===== config.mk =====
export PLATFORM = sky130hd
export DESIGN_NAME = ifetch
export DESIGN_NICKNAME = d
export VERILOG_FILES = /design/src/rtl/ifetch.sv
export SDC_FILE = /design/constraint.sdc
export NUM_CORES = 1
export LEC_CHECK = 0
export CORE_ASPECT_RATIO = 1.5
export CORE_MARGIN = 2
export CORE_UTILIZATION = 35
export CTS_BUF_LIST = sky130_fd_sc_hd__clkbuf_8
export DETAILED_ROUTE_END_ITERATION = 16
export PLACE_DENSITY = 0.63
export SLEW_MARGIN = 20
export SYNTH_ARGS = -nofsm -noshare
export SYNTH_HDL_FRONTEND = slang
export SYNTH_SLANG_ARGS = --single-unit

===== constraint.sdc =====
create_clock -name clk -period 2.4 [get_ports clk]
set_clock_uncertainty 0.2 [all_clocks]
set_input_delay 0.72 -clock clk [delete_from_list [all_inputs] [get_ports clk]]
set_output_delay 0.72 -clock clk [all_outputs]
set_load 0.1 [all_outputs]

===== src/rtl/ifetch.sv =====
// Instruction fetch unit: issues one word read at a time and buffers returned
// words in a 2-entry queue for decode; a jump flushes the queue and in-flight data.

module ifetch_chk (
    input logic       clk,
    input logic       rst_n,
    input logic       push,
    input logic [1:0] count
);
    // The in-flight reservation must keep pushes away from a full queue
    push_not_full: assert property (@(posedge clk) disable iff (!rst_n) !(push && (count == 2'd2)));
endmodule

module ifetch (
    input  logic        clk,
    input  logic        rst_n,
    input  logic [31:0] pc_in,
    output logic        pc_step,
    input  logic        jump_sig,
    output logic        mem_req,
    output logic [31:0] mem_addr,
    input  logic        mem_gnt,
    input  logic        mem_rvalid,
    input  logic [31:0] mem_rdata,
    output logic        inst_valid,
    input  logic        inst_ready,
    output logic [31:0] inst,
    output logic [31:0] inst_pc
);

    typedef enum logic [1:0] {
        ST_IDLE = 2'd0,
        ST_REQ  = 2'd1,
        ST_RESP = 2'd2
    } state_t;

    state_t      state_r;
    state_t      state_s;
    logic [31:0] mem_addr_r;
    logic [31:0] inst_r;
    logic [31:0] inst_pc_r;
    logic [31:0] q_data_r [2];
    logic [31:0] q_pc_r   [2];
    logic        rd_ptr_r;
    logic        wr_ptr_r;
    logic        drop_r;
    logic [1:0]  count_r;

    logic        busy_s;
    logic        space_s;
    logic        post_space_s;
    logic        push_s;
    logic        pop_s;
    logic        load_addr_s;
    logic        drop_s;
    logic [1:0]  count_s;
    logic        head_load_s;
    logic [31:0] head_data_s;
    logic [31:0] head_pc_s;

    // Queue bookkeeping; an outstanding fetch reserves one slot
    always_comb begin
        busy_s       = (state_r != ST_IDLE);
        space_s      = (({1'b0, count_r} + {2'b00, busy_s}) < 3'd2);
        push_s       = (state_r == ST_RESP) && mem_rvalid && !drop_r && !jump_sig;
        post_space_s = (({1'b0, count_r} + {2'b00, push_s}) < 3'd2);
        pop_s        = (count_r != 2'd0) && inst_ready && !jump_sig;
        if (jump_sig) begin
            count_s = 2'd0;
        end else if (push_s && !pop_s) begin
            count_s = count_r + 2'd1;
        end else if (pop_s && !push_s) begin
            count_s = count_r - 2'd1;
        end else begin
            count_s = count_r;
        end
        if ((state_r == ST_RESP) && mem_rvalid) begin
            drop_s = 1'b0;
        end else if (jump_sig && busy_s) begin
            drop_s = 1'b1;
        end else begin
            drop_s = drop_r;
        end
    end

    // Next-state logic; a pending request is never withdrawn, even on a flush
    always_comb begin
        state_s     = state_r;
        load_addr_s = 1'b0;
        case (state_r)
            ST_IDLE: begin
                if (space_s && !jump_sig) begin
                    state_s     = ST_REQ;
                    load_addr_s = 1'b1;
                end else begin
                    state_s = ST_IDLE;
                end
            end
            ST_REQ: begin
                if (mem_gnt) begin
                    state_s = ST_RESP;
                end else begin
                    state_s = ST_REQ;
                end
            end
            ST_RESP: begin
                if (mem_rvalid && post_space_s && !jump_sig) begin
                    state_s     = ST_REQ;
                    load_addr_s = 1'b1;
                end else if (mem_rvalid) begin
                    state_s = ST_IDLE;
                end else begin
                    state_s = ST_RESP;
                end
            end
            default: begin
                state_s = ST_IDLE;
            end
        endcase
    end

    // Memory-side outputs decoded from the state register
    always_comb begin
        mem_req = 1'b0;
        pc_step = 1'b0;
        case (state_r)
            ST_REQ: begin
                mem_req = 1'b1;
                pc_step = mem_gnt && !jump_sig;
            end
            default: begin
                mem_req = 1'b0;
                pc_step = 1'b0;
            end
        endcase
    end

    // Head register follows the queue only on push-into-empty or pop
    always_comb begin
        head_load_s = 1'b0;
        head_data_s = mem_rdata;
        head_pc_s   = mem_addr_r;
        if (jump_sig) begin
            head_load_s = 1'b0;
        end else if (pop_s && (count_r == 2'd2)) begin
            head_load_s = 1'b1;
            head_data_s = q_data_r[~rd_ptr_r];
            head_pc_s   = q_pc_r[~rd_ptr_r];
        end else if (push_s && (pop_s || (count_r == 2'd0))) begin
            head_load_s = 1'b1;
        end else begin
            head_load_s = 1'b0;
        end
    end

    // Control state: FSM, request address, drop flag, count and pointers
    always_ff @(posedge clk or negedge rst_n) begin
        if (!rst_n) begin
            state_r    <= ST_IDLE;
            mem_addr_r <= 32'd0;
            drop_r     <= 1'b0;
            count_r    <= 2'd0;
            rd_ptr_r   <= 1'b0;
            wr_ptr_r   <= 1'b0;
        end else begin
            state_r <= state_s;
            drop_r  <= drop_s;
            count_r <= count_s;
            if (load_addr_s) begin
                mem_addr_r <= pc_in;
            end
            if (jump_sig) begin
                rd_ptr_r <= wr_ptr_r;
            end else begin
                if (push_s) begin
                    wr_ptr_r <= ~wr_ptr_r;
                end
                if (pop_s) begin
                    rd_ptr_r <= ~rd_ptr_r;
                end
            end
        end
    end

    // Queue storage and the registered head presented to decode
    always_ff @(posedge clk or negedge rst_n) begin
        if (!rst_n) begin
            q_data_r[0] <= 32'd0;
            q_data_r[1] <= 32'd0;
            q_pc_r[0]   <= 32'd0;
            q_pc_r[1]   <= 32'd0;
            inst_r      <= 32'd0;
            inst_pc_r   <= 32'd0;
        end else begin
            if (push_s) begin
                q_data_r[wr_ptr_r] <= mem_rdata;
                q_pc_r[wr_ptr_r]   <= mem_addr_r;
            end
            if (head_load_s) begin
                inst_r    <= head_data_s;
                inst_pc_r <= head_pc_s;
            end
        end
    end

    assign mem_addr   = mem_addr_r;
    assign inst_valid = (count_r != 2'd0);
    assign inst       = inst_r;
    assign inst_pc    = inst_pc_r;

    ifetch_chk u_chk (
        .clk   (clk),
        .rst_n (rst_n),
        .push  (push_s),
        .count (count_r)
    );

endmodule


==> results_tabular.tex, run 1 <==
\begin{tabular}{lr}
\hline
Metric & Value \\
\hline
\multicolumn{2}{l}{\textbf{Placement}} \\
\quad DP Worst Slack & -0.319 ns \\
\quad Placed wire-length estimate after detailed placement & 16100 um \\
\quad Routability cong. & 0.758 \\
\quad Standard cell area after detailed placement & 13700 um2 \\
\quad Port buffer count & 168 \\
\multicolumn{2}{l}{\textbf{Setup path}} \\
\quad Top Family by Delay on Critical Path & buffers and inverters \\
\quad Crit. End Element & primary output \\
\quad Critical path peak fanout & 5 \\
\quad Depth of the worst register-to-register path & 6 \\
\quad Longest individual stage delay on the worst path & 0.28 ns \\
\quad Cell count along the critical path & 4 \\
\quad Slowest cell on the critical path & sky130\_fd\_sc\_hd\_\_dlygate4sd2\_1 \\
\quad Worst Setup Start Kind & primary input \\
\quad Data required time at the worst endpoint & 1.48 ns \\
\quad Setup Crit Path Kind & in2out \\
\quad Worst path buffer plus inverter count & 3 \\
\quad Ordered cell list for the critical path & dlygate4sd2\_1, buf\_4, nor2\_4, buf\_12 \\
\quad Data arrival time of the worst path & 1.47 ns \\
\multicolumn{2}{l}{\textbf{Flow run}} \\
\quad Max-cap check violation count & 0 \\
\multicolumn{2}{l}{\textbf{Synth}} \\
\quad Top flip-flop cell by instance count after synthesis & sky130\_fd\_sc\_hd\_\_dfrtp\_1 \\
\quad Cell count after synthesis & 739 \\
\quad Mapped Area & 10200 um2 \\
\quad Number of flops mapped to enable cells by yosys & 0 \\
\quad Ys Warns & 0 \\
\quad Mean instance size in the synthesized netlist & 13.8 um2 \\
\quad Sequential share of the synthesized area & 56.5\% \\
\quad Yosys reg bits & 231 \\
\quad Async set or reset register ratio after synthesis & 100\% \\
\quad Number of library cell types mapped by synthesis & 41 \\
\quad Net Count, Synth & 809 \\
\multicolumn{2}{l}{\textbf{Floorplanning}} \\
\quad Site Rows & 76 \\
\quad Placeable core region & 28700 um2 \\
\quad I/O pin total & 169 \\
\quad Effective utilization at floorplan & 35.6\% \\
\quad Horizontal die dimension & 144 um \\
\quad Die Footprint & 30600 um2 \\
\quad Die Y-Extent & 213 um \\
\multicolumn{2}{l}{\textbf{Timing}} \\
\quad Final count of negative-setup-slack endpoints & 0 \\
\quad Number of max-slew violations in the final report & 0 \\
\quad Fin crit share & 99.7\% \\
\quad Sum of negative setup slack & 0 ns \\
\quad Hold Fails Final Rpt & 0 \\
\quad Final critical-path setup slack & 0.00791 ns \\
\quad Worst slew margin relative to its limit & 63.9\% \\
\quad Maximum clock frequency & 418 MHz \\
\quad Unrepaired setup endpoints after global routing & true \\
\quad Transition time of the tightest slew-check pin & 0.542 ns \\
\quad Final min period & 2.39 ns \\
\multicolumn{2}{l}{\textbf{Drt}} \\
\quad Vias & 6712 \\
\quad Number of nets with antenna violations after detailed routing & 0 \\
\quad Wire per inst & 18.1 um \\
\quad Drc violations & 0 \\
\quad Iteration count of the initial detailed-routing pass & 4 \\
\quad Vias per std cell & 4.94 \\
\quad DR iter-0 viols & 327 \\
\quad DRT Wirelength & 24700 um \\
\multicolumn{2}{l}{\textbf{Global route}} \\
\quad Overflow left after global routing & 0 \\
\quad Via count of the first global-routing pass & 6954 \\
\quad Wire length of the first global-routing pass & 39300 um \\
\quad Largest net degree at the start of global routing & 62 \\
\quad Overall fraction of global-route tracks in use & 16.3\% \\
\quad Initial antenna violation count & 0 \\
\multicolumn{2}{l}{\textbf{Layout}} \\
\quad Final standard cell utilization of the core & 50.5\% \\
\quad Post-route cell area & 14500 um2 \\
\quad Share of post-route cells with drive strength above 1 & 33.0\% \\
\quad Top library cells by usage in the layout, fill and taps aside & sky130\_fd\_sc\_hd\_\_dfrtp\_1 (226), sky130\_fd\_sc\_hd\_\_buf\_12 (121), sky130\_fd\_sc\_hd\_\_mux2\_4 (89), sky130\_fd\_sc\_hd\_\_clkdlybuf4s50\_1 (66), sky130\_fd\_sc\_hd\_\_mux2i\_1 (65) \\
\quad Count of fill cells added during filler insertion & 2500 \\
\quad Synth-to-layout area growth & 41.7\% \\
\quad Multi-input gate area & 4130 um2 \\
\quad Post-layout net count & 1015 \\
\quad Most common cell after layout, fill and taps aside & sky130\_fd\_sc\_hd\_\_dfrtp\_1 \\
\quad Footprint of the flip-flops and latches & 5790 um2 \\
\multicolumn{2}{l}{\textbf{Clock network}} \\
\quad Clock-pin slew on the worst setup and hold paths & 0.06 ns \\
\quad Clk Tree Root Cell & sky130\_fd\_sc\_hd\_\_clkbuf\_8 \\
\quad CTS max path bufs & 3 \\
\quad Clock network latency to the later pin of the worst-skew pair & 0.54 ns \\
\quad CTS Buf Count & 38 \\
\quad Maximum level of the CTS H-tree & 2 \\
\quad TritonCTS clock tree & done \\
\quad \# clock sinks & 231 \\
\multicolumn{2}{l}{\textbf{Worst hold path}} \\
\quad Hold Path Depth & 1 \\
\quad Type of the most critical hold path & reg2reg \\
\multicolumn{2}{l}{\textbf{Status}} \\
\quad Run status & finished, final reports clean \\
\hline
\end{tabular}
[state kept, by name, summed over array words and instances, names as in the netlist]
name,flops
q_data_r,64
q_pc_r,64
inst,32
inst_pc,32
mem_addr,32
count_r,2
state_r,2
drop_r,1
rd_ptr_r,1
wr_ptr_r,1
[worst register-to-register path, stage by stage, from the launching register on]
cell	delay (ns)
sky130_fd_sc_hd__dfrtp_2	0.40
sky130_fd_sc_hd__buf_4	0.15
sky130_fd_sc_hd__inv_2	0.07
sky130_fd_sc_hd__o21ai_1	0.06
sky130_fd_sc_hd__a2111o_2	0.50
sky130_fd_sc_hd__buf_4	0.22
sky130_fd_sc_hd__mux2_4	0.32
[final cells by class]
class / count / area share (%)
Timing Repair Buffer: 219 / 23.0
Sequential cell: 231 / 39.9
Clock inverter: 16 / 0.647
Tap cell: 390 / 3.37
Antenna cell: 1 / 0.0173
Multi-Input combinational cell: 453 / 28.5
Clock buffer: 47 / 4.46
Inverter: 2 / 0.0518
[stage by stage]
step	instances	hold WS, ns
2_1_floorplan	739	0.224
5_1_grt	1358	0.297
6_report	1359	0.281
4_1_cts	1356	0.287
3_5_place_dp	1288	0.275
3_3_place_gp	1288	0.267
[logic make-up (layout without fill, tap and decap cells)]
logic type | count (synthesis) | count (layout) | synth area share [%]
flip-flops | 231 | 231 | 56.5
multiplexers | 225 | 225 | 27.2
AO/OA/AOI/OAI | 126 | 126 | 7.94
AND/OR/NAND/NOR | 99 | 99 | 4.62
buffers and inverters | 55 | 284 | 3.46
XOR/XNOR | 3 | 3 | 0.257
other | 0 | 1 | 0
[cells in the mapped netlist (all sizes together) (2+ instances only)]
cell | n | area share, %
o21ai | 3 | 0.15
a22oi | 52 | 3.8
clkbuf | 11 | 0.40
a21oi | 52 | 2.5
dfrtp | 231 | 56
nand3 | 26 | 1.3
nor2 | 4 | 0.31
o211ai | 13 | 0.95
buf | 42 | 3.0
xnor2 | 2 | 0.17
mux2 | 160 | 21
mux2i | 65 | 6.4
nand2b | 3 | 0.21
nand2 | 56 | 2.1
inv | 2 | 0.073
[what timing repair did]
action,CTS,global route
buffers inserted,4,2
pin swaps,1,0
endpoints found under the hold margin,53,0
endpoints found under the setup margin,2,2
hold buffers,1,0
gates resized for setup,7,0
[routing by layer]
layer	track usage, %	share of wire, %	vias up
met4	5.38	2.1	0
met5	0	0	-
met3	3.33	4.4	38
li1	-	-	3083
met1	21.1	42	3436
met2	27.5	51	155
[worst paths after layout]
path                                     startpoint                       end  slack, ns
min in group asynchronous                     rst_n  mem_addr[11]$_DFFE_PN0P_       0.50
hold / removal             q_data_r[38]$_DFFE_PN0P_  q_data_r[38]$_DFFE_PN0P_       0.28
hold reg to reg            q_data_r[38]$_DFFE_PN0P_  q_data_r[38]$_DFFE_PN0P_       0.28
max in group asynchronous                     rst_n  q_data_r[12]$_DFFE_PN0P_       0.76
setup reg to reg             count_r[0]$_DFFE_PN0P_  mem_addr[27]$_DFFE_PN0P_       0.35
setup / recovery                           jump_sig                   pc_step      0.008
Power of run 1 is not shown: default switching activity piles up to over one toggle a cycle in this logic, so the estimate is an artifact.
==> run 2: changes to the inputs <==
Settings changed: CORE_ASPECT_RATIO 1.5 to not set.
==> run 2 against run 1 <==
Clock-buffer cell count rose by 2. Design area fell by 0.35%. Routed wire length fell by 3.1%. Worst hold slack gained 0.0020 ns. Via count up 0.36%. Global-route usage down 0.28 points. Critical path depth stayed put. Non-clock buffer count is 4 lower. Register-to-register slack got worse by 0.09 ns. Flip-flop and latch count stayed put. Critical path type unchanged.
==> results_tabular.tex, run 2 (same netlist as run 1, synthesis figures left out) <==
\begin{tabular}{lr}
\hline
Metric & Value \\
\hline
\multicolumn{2}{l}{\textbf{Floorplanning}} \\
\quad Site Rows & 62 \\
\quad Horizontal die dimension & 175 um \\
\quad Placeable core region & 28800 um2 \\
\quad I/O pin total & 169 \\
\quad Die Y-Extent & 175 um \\
\quad Effective utilization at floorplan & 35.6\% \\
\quad Die Footprint & 30600 um2 \\
\multicolumn{2}{l}{\textbf{Layout}} \\
\quad Post-route cell area & 14400 um2 \\
\quad Antenna diodes & 0 \\
\quad Biggest regs & q\_data\_r (64), q\_pc\_r (64) \\
\quad Post-layout net count & 1013 \\
\quad Synth-to-layout area growth & 41.2\% \\
\quad Share of post-route cells with drive strength above 1 & 33.1\% \\
\quad Most common cell after layout, fill and taps aside & sky130\_fd\_sc\_hd\_\_dfrtp\_1 \\
\quad Top library cells by usage in the layout, fill and taps aside & sky130\_fd\_sc\_hd\_\_dfrtp\_1 (226), sky130\_fd\_sc\_hd\_\_buf\_12 (116), sky130\_fd\_sc\_hd\_\_mux2\_4 (89), sky130\_fd\_sc\_hd\_\_clkdlybuf4s50\_1 (66), sky130\_fd\_sc\_hd\_\_mux2i\_1 (65) \\
\multicolumn{2}{l}{\textbf{Worst hold path}} \\
\quad Launch instance of the worst min-delay path & q\_data\_r[42]\$\_DFFE\_PN0P\_ \\
\quad Hold Path Depth & 1 \\
\quad Type of the most critical hold path & reg2reg \\
\quad Endpoint, Worst Hold & q\_data\_r[42]\$\_DFFE\_PN0P\_ \\
\multicolumn{2}{l}{\textbf{Drt}} \\
\quad Uppermost layer routed & met5 \\
\quad Vias & 6736 \\
\quad Number of nets with antenna violations after detailed routing & 0 \\
\quad DR iter-0 viols & 306 \\
\quad Wire per inst & 17.6 um \\
\quad Drc violations & 0 \\
\quad DRT Wirelength & 23900 um \\
\quad Wl on met1 & 11000 um \\
\quad Vias per std cell & 4.97 \\
\quad Iteration count of the initial detailed-routing pass & 4 \\
\quad Routed wl met2 & 10700 um \\
\quad Detail Route met3 WL & 1820 um \\
\multicolumn{2}{l}{\textbf{Clock network}} \\
\quad Clk Tree Root Cell & sky130\_fd\_sc\_hd\_\_clkbuf\_8 \\
\quad CTS Buf Count & 40 \\
\quad \# clock sinks & 231 \\
\quad TritonCTS clock tree & done \\
\quad CTS max path bufs & 3 \\
\quad Maximum level of the CTS H-tree & 2 \\
\quad Clock-pin slew on the worst setup and hold paths & 0.06 ns \\
\quad Clock network latency to the later pin of the worst-skew pair & 0.52 ns \\
\multicolumn{2}{l}{\textbf{Timing}} \\
\quad Final count of negative-setup-slack endpoints & 0 \\
\quad Unrepaired setup endpoints after global routing & true \\
\quad Maximum clock frequency & 421 MHz \\
\quad Final min period & 2.38 ns \\
\quad Transition time of the tightest slew-check pin & 0.521 ns \\
\quad Fin crit share & 99.1\% \\
\quad Worst slew margin relative to its limit & 65.2\% \\
\quad Hold Fails Final Rpt & 0 \\
\quad Number of max-slew violations in the final report & 0 \\
\multicolumn{2}{l}{\textbf{Placement}} \\
\quad Placed wire-length estimate after detailed placement & 15600 um \\
\quad Port buffer count & 168 \\
\quad Standard cell area after detailed placement & 13600 um2 \\
\quad Routability cong. & 0.731 \\
\multicolumn{2}{l}{\textbf{Global route}} \\
\quad Largest net degree at the start of global routing & 69 \\
\quad Wire length of the first global-routing pass & 39700 um \\
\quad Overflow left after global routing & 0 \\
\quad Initial antenna violation count & 1 \\
\quad Via count of the first global-routing pass & 7252 \\
\quad Overall fraction of global-route tracks in use & 16.0\% \\
\multicolumn{2}{l}{\textbf{Setup path}} \\
\quad Data required time at the worst endpoint & 1.48 ns \\
\quad Worst reg2reg endpoint & inst[21]\$\_DFFE\_PN0P\_ \\
\quad Data arrival time of the worst path & 1.46 ns \\
\quad Reg-to-reg slack, setup & 0.26 ns \\
\quad Depth of the worst register-to-register path & 8 \\
\quad Crit. End Element & primary output \\
\quad Setup Crit Path Kind & in2out \\
\quad Critical path peak fanout & 5 \\
\quad Worst Setup Start Kind & primary input \\
\quad Ordered cell list for the critical path & dlygate4sd2\_1, buf\_4, nor2\_4, buf\_12 \\
\quad Top Family by Delay on Critical Path & buffers and inverters \\
\quad Slowest cell on the critical path & sky130\_fd\_sc\_hd\_\_dlygate4sd2\_1 \\
\quad Longest individual stage delay on the worst path & 0.28 ns \\
\quad Worst path buffer plus inverter count & 3 \\
\quad FF-to-FF Start & state\_r[0]\$\_DFF\_PN0\_ \\
\multicolumn{2}{l}{\textbf{Flow run}} \\
\quad Max-cap check violation count & 0 \\
\multicolumn{2}{l}{\textbf{Status}} \\
\quad Run status & finished, final reports clean \\
\hline
\end{tabular}
## run 2: cell types whose count changed in the layout (fill, tap and decap cells not counted)
cell | before | now
sky130_fd_sc_hd__buf_12 | 121 | 116
sky130_fd_sc_hd__clkinv_2 | 3 | 7
sky130_fd_sc_hd__clkbuf_8 | 47 | 49
sky130_fd_sc_hd__buf_4 | 28 | 29
sky130_fd_sc_hd__diode_2 | 1 | 0
sky130_fd_sc_hd__inv_1 | 12 | 13
## run 2: timing repair
| action | 4_1_cts | 5_1_grt |
|---|---|---|
| hold endpoints to repair | 34 | 0 |
| pin swaps | 1 | 0 |
| setup endpoints to repair | 2 | 1 |
| hold buffers | 1 | 0 |
| setup buffers | 5 | 0 |
| resized for setup | 7 | 0 |
## run 2: per-stage QoR
stage | worst slack (ns) | util [%] | cells | hold slack [ns] | TNS (ns)
3_5_place_dp | -0.392 | 47.3 | 1279 | 0.275 | -64.03
3_3_place_gp | -0.348 | 47.3 | 1279 | 0.267 | -58.38
2_1_floorplan | -0.163 | - | 739 | 0.224 | -0.163
4_1_cts | 0.00883 | 50.2 | 1355 | 0.287 | 0
5_1_grt | -0.00328 | 50.2 | 1355 | 0.294 | -0.00328
6_report | 0.0220 | 50.2 | 1355 | 0.283 | 0
## run 2: routing by layer
| layer | global-route usage (%) | vias to the layer above |
|---|---|---|
| li1 | - | 3096 |
| met1 | 22.3 | 3396 |
| met2 | 24.4 | 210 |
| met3 | 5.16 | 32 |
| met4 | 3.85 | 2 |
| met5 | 0 | - |
## run 2: how the worst max path moves through the flow
stage                               from                   end  slack (ns)  depth (start not counted)
floorplan           state_r[0]$_DFF_PN0_               pc_step       -0.16                          3
global placement              mem_rvalid  inst[19]$_DFFE_PN0P_       -0.35                          8
detailed placement            mem_rvalid  inst[21]$_DFFE_PN0P_       -0.39                          8
CTS                 state_r[1]$_DFF_PN0_               pc_step       0.009                          4
global route        state_r[1]$_DFF_PN0_               pc_step      -0.003                          4
finish                          jump_sig               pc_step        0.02                          4
## run 2: final cells by class
class	instances	area (um2)
multi-input cells	453	4130
clock inverters	21	118
repair buffers	215	3240
inverters	2	7.51
well taps	384	480
flip-flops and latches	231	5790
clock buffers	49	674
fillers	2482	14300
Power of run 2 is left out for the same reason.
==> run 3: changes to the inputs <==
Settings changed: CTS_CLUSTER_DIAMETER set to 80, RECOVER_POWER set to 50, SLEW_MARGIN 20 to not set.
==> run 3 against run 2 <==
Routed wire length is 0.52% higher. Global-route usage stayed put. Maximum frequency hardly changed. Via count hardly changed. Setup slack worse by 0.0013 ns. Clock-buffer cell count stayed put. Flip-flop and latch count stayed put. Core utilization is 2.3 points lower. First-iteration DRC count is 1.6% higher. Register-to-register slack worse by 0.06 ns. Highest routed layer unchanged.
==> results_tabular.tex, run 3 (same netlist as run 1, synthesis figures left out) <==
\begin{tabular}{lr}
\hline
Metric & Value \\
\hline
\multicolumn{2}{l}{\textbf{Global route}} \\
\quad Wire length of the first global-routing pass & 39700 um \\
\quad Initial antenna violation count & 1 \\
\quad Overall fraction of global-route tracks in use & 16.0\% \\
\quad Via count of the first global-routing pass & 7252 \\
\quad Largest net degree at the start of global routing & 69 \\
\quad Overflow left after global routing & 0 \\
\multicolumn{2}{l}{\textbf{Setup path}} \\
\quad Worst Setup Start Kind & primary input \\
\quad Setup Crit Path Kind & in2out \\
\quad Crit. End Element & primary output \\
\quad Data arrival time of the worst path & 1.46 ns \\
\quad Data required time at the worst endpoint & 1.48 ns \\
\quad Critical path peak fanout & 5 \\
\multicolumn{2}{l}{\textbf{Timing}} \\
\quad Final critical-path setup slack & 0.0207 ns \\
\quad Hold Fails Final Rpt & 0 \\
\quad Hold Slack & 0.285 ns \\
\quad Maximum clock frequency & 420 MHz \\
\quad Final count of negative-setup-slack endpoints & 0 \\
\quad Worst slew margin relative to its limit & 20.9\% \\
\quad Unrepaired setup endpoints after global routing & true \\
\quad Number of max-slew violations in the final report & 0 \\
\quad Final min period & 2.38 ns \\
\quad Transition time of the tightest slew-check pin & 1.19 ns \\
\quad Fin crit share & 99.1\% \\
\multicolumn{2}{l}{\textbf{Layout}} \\
\quad Synth-to-layout area growth & 34.8\% \\
\quad Share of post-route cells with drive strength above 1 & 32.7\% \\
\quad Count of fill cells added during filler insertion & 2563 \\
\quad Multi-input gate area & 4130 um2 \\
\quad Post-layout net count & 1013 \\
\quad Antenna diodes & 0 \\
\quad Footprint of the flip-flops and latches & 5790 um2 \\
\quad Most common cell after layout, fill and taps aside & sky130\_fd\_sc\_hd\_\_dfrtp\_1 \\
\quad Top library cells by usage in the layout, fill and taps aside & sky130\_fd\_sc\_hd\_\_dfrtp\_1 (226), sky130\_fd\_sc\_hd\_\_mux2\_4 (89), sky130\_fd\_sc\_hd\_\_buf\_12 (74), sky130\_fd\_sc\_hd\_\_clkdlybuf4s50\_1 (66), sky130\_fd\_sc\_hd\_\_mux2i\_1 (65) \\
\quad Biggest regs & q\_data\_r (64), q\_pc\_r (64) \\
\multicolumn{2}{l}{\textbf{Floorplanning}} \\
\quad Die Footprint & 30600 um2 \\
\quad Horizontal die dimension & 175 um \\
\quad Die Y-Extent & 175 um \\
\quad Placeable core region & 28800 um2 \\
\quad I/O pin total & 169 \\
\quad Site Rows & 62 \\
\quad Effective utilization at floorplan & 35.6\% \\
\multicolumn{2}{l}{\textbf{Clock network}} \\
\quad Maximum level of the CTS H-tree & 2 \\
\quad Clock-pin slew on the worst setup and hold paths & 0.06 ns \\
\quad TritonCTS clock tree & done \\
\quad CTS max path bufs & 3 \\
\quad \# clock sinks & 231 \\
\quad CTS Buf Count & 40 \\
\quad Clk Tree Root Cell & sky130\_fd\_sc\_hd\_\_clkbuf\_8 \\
\quad Clock network latency to the later pin of the worst-skew pair & 0.52 ns \\
\multicolumn{2}{l}{\textbf{Drt}} \\
\quad Drc violations & 0 \\
\quad Vias per std cell & 4.97 \\
\quad DRT Wirelength & 24000 um \\
\quad Vias & 6735 \\
\quad Iteration count of the initial detailed-routing pass & 5 \\
\quad Wire per inst & 17.7 um \\
\quad Number of nets with antenna violations after detailed routing & 0 \\
\quad DR iter-0 viols & 311 \\
\multicolumn{2}{l}{\textbf{Placement}} \\
\quad DP Worst Slack & -0.392 ns \\
\quad Routability cong. & 0.731 \\
\quad Port buffer count & 168 \\
\quad Placed wire-length estimate after detailed placement & 15600 um \\
\multicolumn{2}{l}{\textbf{Flow run}} \\
\quad Max-cap check violation count & 0 \\
\multicolumn{2}{l}{\textbf{Worst hold path}} \\
\quad Type of the most critical hold path & reg2reg \\
\multicolumn{2}{l}{\textbf{Status}} \\
\quad Run status & finished, final reports clean \\
\hline
\end{tabular}
==> run 3: per-layer routing <==
layer	track usage (%)	up-vias	share of wire [%]	routed length (um)
li1	-	3094	-	-
met1	22.3	3406	46	11200
met2	24.4	200	44	10700
met3	5.16	33	7.7	1840
met4	3.85	2	1.4	344
met5	0	-	0.046	11
==> run 3: critical path, cell delays in order <==
cell and delay (ns):
sky130_fd_sc_hd__dlygate4sd2_1 0.28, sky130_fd_sc_hd__buf_4 0.16, sky130_fd_sc_hd__nor2_4 0.11, sky130_fd_sc_hd__buf_12 0.18
==> run 3: path summary, 6_finish.rpt <==
| kind | startpoint | end | slack (ns) | depth (start not counted) |
|---|---|---|---|---|
| setup / recovery | jump_sig | pc_step | 0.02 | 4 |
| hold / removal | q_pc_r[48]$_DFFE_PN0P_ | q_pc_r[48]$_DFFE_PN0P_ | 0.28 | 1 |
| hold reg to reg | q_pc_r[48]$_DFFE_PN0P_ | q_pc_r[48]$_DFFE_PN0P_ | 0.28 | 1 |
| max in group asynchronous | rst_n | q_data_r[57]$_DFFE_PN0P_ | 0.22 | 3 |
| min in group asynchronous | rst_n | q_data_r[50]$_DFFE_PN0P_ | 0.80 | 2 |
| setup reg to reg | count_r[0]$_DFFE_PN0P_ | mem_addr[30]$_DFFE_PN0P_ | 0.20 | 6 |
==> run 3: final cells by class <==
type / instances / area share [%]
timing repair buffer: 215 / 18.8
inverter: 2 / 0.0544
tap: 384 / 3.48
clock inverter: 21 / 0.853
multi-input combinational: 453 / 30.0
sequential: 231 / 42.0
clock buffer: 49 / 4.89
==> run 3: metrics by stage <==
step / std cells / area, um2 / utilization (%) / TNS [ns]
2_1_floorplan: 739 / 10200 / - / -0.163
3_3_place_gp: 1279 / 13600 / 47.3 / -58.38
3_5_place_dp: 1279 / 13600 / 47.3 / -64.03
4_1_cts: 1355 / 14400 / 50.2 / 0
5_1_grt: 1355 / 13800 / 47.9 / -0.00328
6_report: 1355 / 13800 / 47.9 / 0
==> run 3: timing repair <==
action,CTS,global route
setup buffers,5,0
resized for setup,7,0
hold buffers,1,0
pin swaps,1,0
setup endpoints to repair,2,1
hold endpoints to repair,34,0
Power of run 3 is left out for the same reason.
